**src/rtl/if_fetch.sv**
```systemverilog
// -----------------------------------------------------------------------------
// if_fetch -- instruction fetch stage
//
// Generates the next PC, drives the instruction SRAM and hands {ce, pc} plus the
// matching instruction to ID. Branches that arrive while the PC is stalled are
// parked in a one-entry pending slot and consumed on the first unstalled cycle.
// A small hold FSM keeps the instruction returned by the synchronous SRAM stable
// while IF/ID is frozen.
//
// Handshake: there is no valid/ready pair. Progress is governed by the stall
// vector (1 = stop). stall[0] freezes the PC, stall[1] freezes IF/ID, and
// stall[1]&stall[2] means the whole front end is frozen, so the instruction is
// captured locally. stall[1] with stall[2]=0 is a bubble, which IF/ID flushes.
//
// Ports
//   clk, rst              clock, synchronous active-high reset
//   stall[StallBus-1:0]   stall vector from the stall controller
//   br_bus[BR_WD-1:0]     {br_e, br_addr[31:0]} from ID
//   inst_sram_*           instruction SRAM (read data valid one cycle later)
//   if_to_id_bus          {ce_reg, pc_reg}
//   if_inst               instruction for pc_reg
//   fetch_adel            pc_reg misaligned while fetching
//   fetch_cnt             number of issued fetches (wraps)
//   dbg_state             hold FSM state (0 = FETCH, 1 = HOLD)
//   dbg_pend_valid        pending-branch flag
// -----------------------------------------------------------------------------
module if_fetch #(
    parameter int StallBus    = 6,
    parameter int IF_TO_ID_WD = 33,
    parameter int BR_WD       = 33
) (
    input  logic                   clk,
    input  logic                   rst,
    input  logic [StallBus-1:0]    stall,
    input  logic [BR_WD-1:0]       br_bus,
    input  logic [31:0]            inst_sram_rdata,
    output logic                   inst_sram_en,
    output logic [3:0]             inst_sram_wen,
    output logic [31:0]            inst_sram_addr,
    output logic [31:0]            inst_sram_wdata,
    output logic [IF_TO_ID_WD-1:0] if_to_id_bus,
    output logic [31:0]            if_inst,
    output logic                   fetch_adel,
    output logic [31:0]            fetch_cnt,
    output logic                   dbg_state,
    output logic                   dbg_pend_valid
);

    typedef enum logic {
        FETCH = 1'b0,
        HOLD  = 1'b1
    } hold_state_e;

    localparam logic [31:0] RESET_PC = 32'hBFBF_FFFC;

    logic        br_e;
    logic [31:0] br_addr;
    logic [31:0] pc_reg;
    logic        ce_reg;
    logic        pend_valid;
    logic [31:0] pend_addr;
    logic [31:0] hold_inst;
    logic [31:0] next_pc;
    logic        ce_next;

    hold_state_e state, state_next;

    assign br_e    = br_bus[32];
    assign br_addr = br_bus[31:0];

    // A fresh branch beats a parked one; a parked one beats sequential flow.
    always_comb begin
        next_pc = pc_reg + 32'd4;
        if (stall[0]) begin
            next_pc = pc_reg;
        end else if (br_e) begin
            next_pc = br_addr;
        end else if (pend_valid) begin
            next_pc = pend_addr;
        end
    end

    // ce_next is the value ce_reg takes at the coming edge. Gating the SRAM
    // with it (rather than the registered ce_reg) lets the very first cycle
    // after reset release issue the fetch of 0xBFC0_0000, whose data then
    // lines up with pc_reg = 0xBFC0_0000 and ce_reg = 1.
    assign ce_next = ~rst & (ce_reg | ~stall[0]);

    assign inst_sram_en    = ce_next & ~stall[0] & (next_pc[1:0] == 2'b00);
    assign inst_sram_wen   = 4'b0;
    assign inst_sram_addr  = next_pc;
    assign inst_sram_wdata = 32'b0;

    assign if_to_id_bus = {ce_reg, pc_reg};
    assign fetch_adel   = ce_reg & (pc_reg[1:0] != 2'b00);

    always_comb begin
        if_inst = inst_sram_rdata;
        if (fetch_adel) begin
            if_inst = 32'b0;
        end else if (state == HOLD) begin
            if_inst = hold_inst;
        end
    end

    // PC, chip enable, pending branch, fetch counter
    always_ff @(posedge clk) begin
        if (rst) begin
            pc_reg     <= RESET_PC;
            ce_reg     <= 1'b0;
            pend_valid <= 1'b0;
            pend_addr  <= 32'b0;
            fetch_cnt  <= 32'b0;
        end else begin
            pc_reg <= next_pc;
            if (!stall[0]) begin
                ce_reg     <= 1'b1;
                pend_valid <= 1'b0;
            end else if (br_e) begin
                // Latest branch during a stall wins.
                pend_valid <= 1'b1;
                pend_addr  <= br_addr;
            end
            if (inst_sram_en) begin
                fetch_cnt <= fetch_cnt + 32'd1;
            end
        end
    end

    // Hold FSM: state register and captured instruction
    always_ff @(posedge clk) begin
        if (rst) begin
            state     <= FETCH;
            hold_inst <= 32'b0;
        end else begin
            state <= state_next;
            if (state == FETCH && stall[1] && stall[2]) begin
                hold_inst <= inst_sram_rdata;
            end
        end
    end

    always_comb begin
        state_next = state;
        case (state)
            FETCH: if (stall[1] && stall[2]) state_next = HOLD;
            HOLD:  if (!stall[1])            state_next = FETCH;
            default: state_next = FETCH;
        endcase
    end

    assign dbg_state      = (state == HOLD);
    assign dbg_pend_valid = pend_valid;

endmodule

```
**config.mk**
```make
export PLATFORM = sky130hd
export DESIGN_NAME = if_fetch
export DESIGN_NICKNAME = d
export VERILOG_FILES = /design/src/rtl/if_fetch.sv
export SDC_FILE = /design/constraint.sdc
export NUM_CORES = 1
export LEC_CHECK = 0
export CAP_MARGIN = 25
export CELL_PAD_IN_SITES_DETAIL_PLACEMENT = 1
export CELL_PAD_IN_SITES_GLOBAL_PLACEMENT = 1
export CORE_MARGIN = 2
export CORE_UTILIZATION = 33
export CTS_CLUSTER_DIAMETER = 120
export DETAILED_ROUTE_END_ITERATION = 10
export GPL_TIMING_DRIVEN = 1
export PLACE_DENSITY = 0.86
export SYNTH_ARGS = -nofsm -noshare
export SYNTH_HDL_FRONTEND = slang
export SYNTH_SLANG_ARGS = --single-unit
export TNS_END_PERCENT = 1
```
**constraint.sdc**
```tcl
create_clock -name clk -period 3 [get_ports clk]
set_clock_uncertainty 0.1 [all_clocks]
set_input_delay 0.45 -clock clk [delete_from_list [all_inputs] [get_ports clk]]
set_output_delay 0.45 -clock clk [all_outputs]
set_load 0.02 [all_outputs]
```
==> run metrics <==
via/cell ratio 5.425; Clk Latency, worst-skew pair 0.43 ns; commonest non-fill, non-tap cell in the layout clkdlybuf4s50_1; Min Hold Slack 0.2909 ns; WL final 27330 um; final net count 1237; initial core utilization 33.78%; H-tree depth 4; critical path's slowest cell or3_4; Post-Synth Simple-Gate Area 26.73%; Remaining Overflow, GRT 0; DR iter-0 viols 456; WL/cell 18.85 um; adder-cell share of the synthesized area 0.3501%; Yosys warning total 0; CTS tree yes; final RePlAce weighted congestion 0.8381; Hold Crit Class in -> reg; io pins 242; Buffers on Ports 202; XOR/XNOR Fraction of Synth Area 0.3676%; fmax 0.3383 GHz; pin count of the biggest net entering global routing 91; hold_buf cts 0; LEAKAGE 3.968 nW; remaining routing DRC violations 0; first-pass GRT wire length 42800 um; Top delay family on crit path simple AND/OR/NAND/NOR gates; Syn Inst Count 927; Crit path largest cell delay 0.42 ns; Clock power frac 39.6%; crit end category output pin; Detailed Routing Iterations Pass 1 5; Synth Register Bits 131; Core Region 21150 sq um; maxcap violations 0; Slew Viols, Final 0; Slew HR 41.36%; status complete, no violations; Crit Path Max Fanout 6; crit start category flop; sequential area share after synthesis 36.69%; Worst EP arrival 2.41 ns; WP data required 2.45 ns; pwr/cell area 507.8 nW/um^2; Rows 53; mux cell area share after synthesis 6.127%; GR Util All Layers 23.67%; ys async rst share 0%; P_int 3.512 mW; RSZ-0062 raised after global routing true; Cell Area, Placed 9769 sq um; initial antenna violation count 1; die area 22850 sq um; CP Class reg -> out; clock sinks 131; critical-path cell list ha_4 > nand4_1 > or3_4 > buf_4 > nor4_1 > nor3b_2 > clkdlybuf4s15_2; Final Hold Viols 0; switching share of power 33.96%; Fillers 2556; Post-Syn Area 7147 sq um; unique cell type count in the Yosys netlist 74; Buf/Inv on CP 2; worst slew pin tran 0.8786 ns; Post-synth EDFFs 0; layout cells sized above 1 16.00%; part of the power in registers 35.5%; final setup violation count 0; combinational share of power 24.9%; vias in the first global route 8160; commonest register cell after synthesis dfxtp_1; DR vias 7866; Max Root-Sink Buffers 2; commonest cells after routing, fill and taps aside 168 x clkdlybuf4s50_1, 164 x nand2_1, 124 x dfxtp_1, 100 x a21oi_1, 76 x buf_4; Final period util 98.53%; antenna cell count 0; Peak VDD IR 0.3552 mV; final instance area 10470 sq um; CTS Buf Count 17; Mean Syn Cell Area 7.710 sq um; dpl hpwl 19590 um; clk slew on worst S/H paths 0.07 ns; Area growth syn-to-layout 46.52%; total power 5.317 mW; largest family of logic cells by synthesized area simple AND/OR/NAND/NOR gates; Die H 151.2 um; Final ANT Viol Nets 0; die width 151.2 um; CTS root buffer clkbuf_16; Net Switching 1.806 mW; complex-gate fraction of the synthesized area 21.10%; Final min period 2.956 ns
## what timing repair did
item	CTS	global route
buffers inserted	3	0
pin swaps	3	3
endpoints found under the setup margin	32	22
gates resized for setup	84	36
## kinds of logic after synthesis
group                      count (synthesis)
and+or+nand+nor                          393
AOI/OAI and AO/OA                        236
DFF                                      131
buffers and inverters                    118
muxes                                     43
xor gates and xnor gates                   3
adders and majority gates                  2
other                                      1
## power by group through the flow
stage | combinational [mW] | clock (mW) | sequential [mW]
after floorplan | 0.650 | 0 | 1.96
after global placement | 1.27 | 0 | 1.92
after detailed placement | 1.30 | 0 | 1.92
after CTS | 1.30 | 2.15 | 1.89
after global routing | 1.41 | 2.23 | 1.90
final | 1.32 | 2.10 | 1.89
## per-stage QoR
stage | utilization [%] | TNS, ns | cells | worst slack [ns]
floorplan | - | 0 | 962 | 0.1713
global placement | 46.18 | -3.852 | 1415 | -0.1997
detailed placement | 46.18 | -5.054 | 1415 | -0.2783
CTS | 49.10 | -0.2636 | 1450 | -0.1751
global route | 49.50 | -0.2254 | 1450 | -0.05430
finish | 49.50 | 0 | 1450 | 0.04404
## Yosys cell counts, types with 3 or more instances
cell        n  area, sq um
o311ai_0    4        35.03
nand3_1    24        120.1
buf_2       7        35.03
a21oi_1   101        505.5
nand4_1    22        137.6
nor2b_1     7        43.79
inv_1      13        48.80
mux2_2      5        56.30
nor3_1      9        45.04
nor4_1      7        43.79
mux2i_1    37        370.4
o31ai_1    12        90.09
a22oi_1     8        60.06
o21ai_0    43        215.2
a31oi_1     3        18.77
or2_2       7        43.79
or3_1      19        118.9
a21o_1      4        30.03
buf_6       3        33.78
dfxtp_1   131         2623
a221oi_1   10        87.58
nand2b_1   16        100.1
o22ai_1     7        43.79
nand2_1   164        615.6
and2_1     11        68.82
o21a_1      4        30.03
or4_1       9        67.56
nor2_1     69        259.0
a22o_1      4        35.03
and3_1      7        43.79
o41ai_1     4        35.03
a311o_1     3        30.03
a221o_1     3        30.03
clkbuf_1   53        198.9
buf_4      37        277.8
and4_1      8        70.07
buf_1       3        11.26
a222oi_1    4        40.04
## cell type report
type	count	area, sq um	share of cell area (%)
multi-input combinational	713	4189	40.00
timing repair buffer	284	2670	25.50
sequential	131	2631	25.13
clock buffer	17	425.4	4.063
tap	275	344.1	3.286
clock inverter	15	155.1	1.482
inverter	15	56.30	0.5377
## metal layers
metal / vias to the layer above / track usage [%] / wire length [um]
met4: 2 / 6.729 / 423
met5: - / 0 / 13
li1: 3714 / - / -
met3: 40 / 6.837 / 2171
met2: 283 / 41.89 / 13550
met1: 3827 / 27.84 / 11170
## worst paths after layout
check | startpoint | slack, ns | cells after the start | to
max | pc_reg[3] | 0.04 | 7 | inst_sram_addr[28]
max reg2reg | fetch_cnt[0] | 0.55 | 7 | fetch_cnt[28]
min | rst | 0.29 | 2 | fetch_cnt[14]
min reg2reg | pend_addr[23] | 0.35 | 2 | pend_addr[23]
No activity file was read; power rests on OpenSTA's default activity.
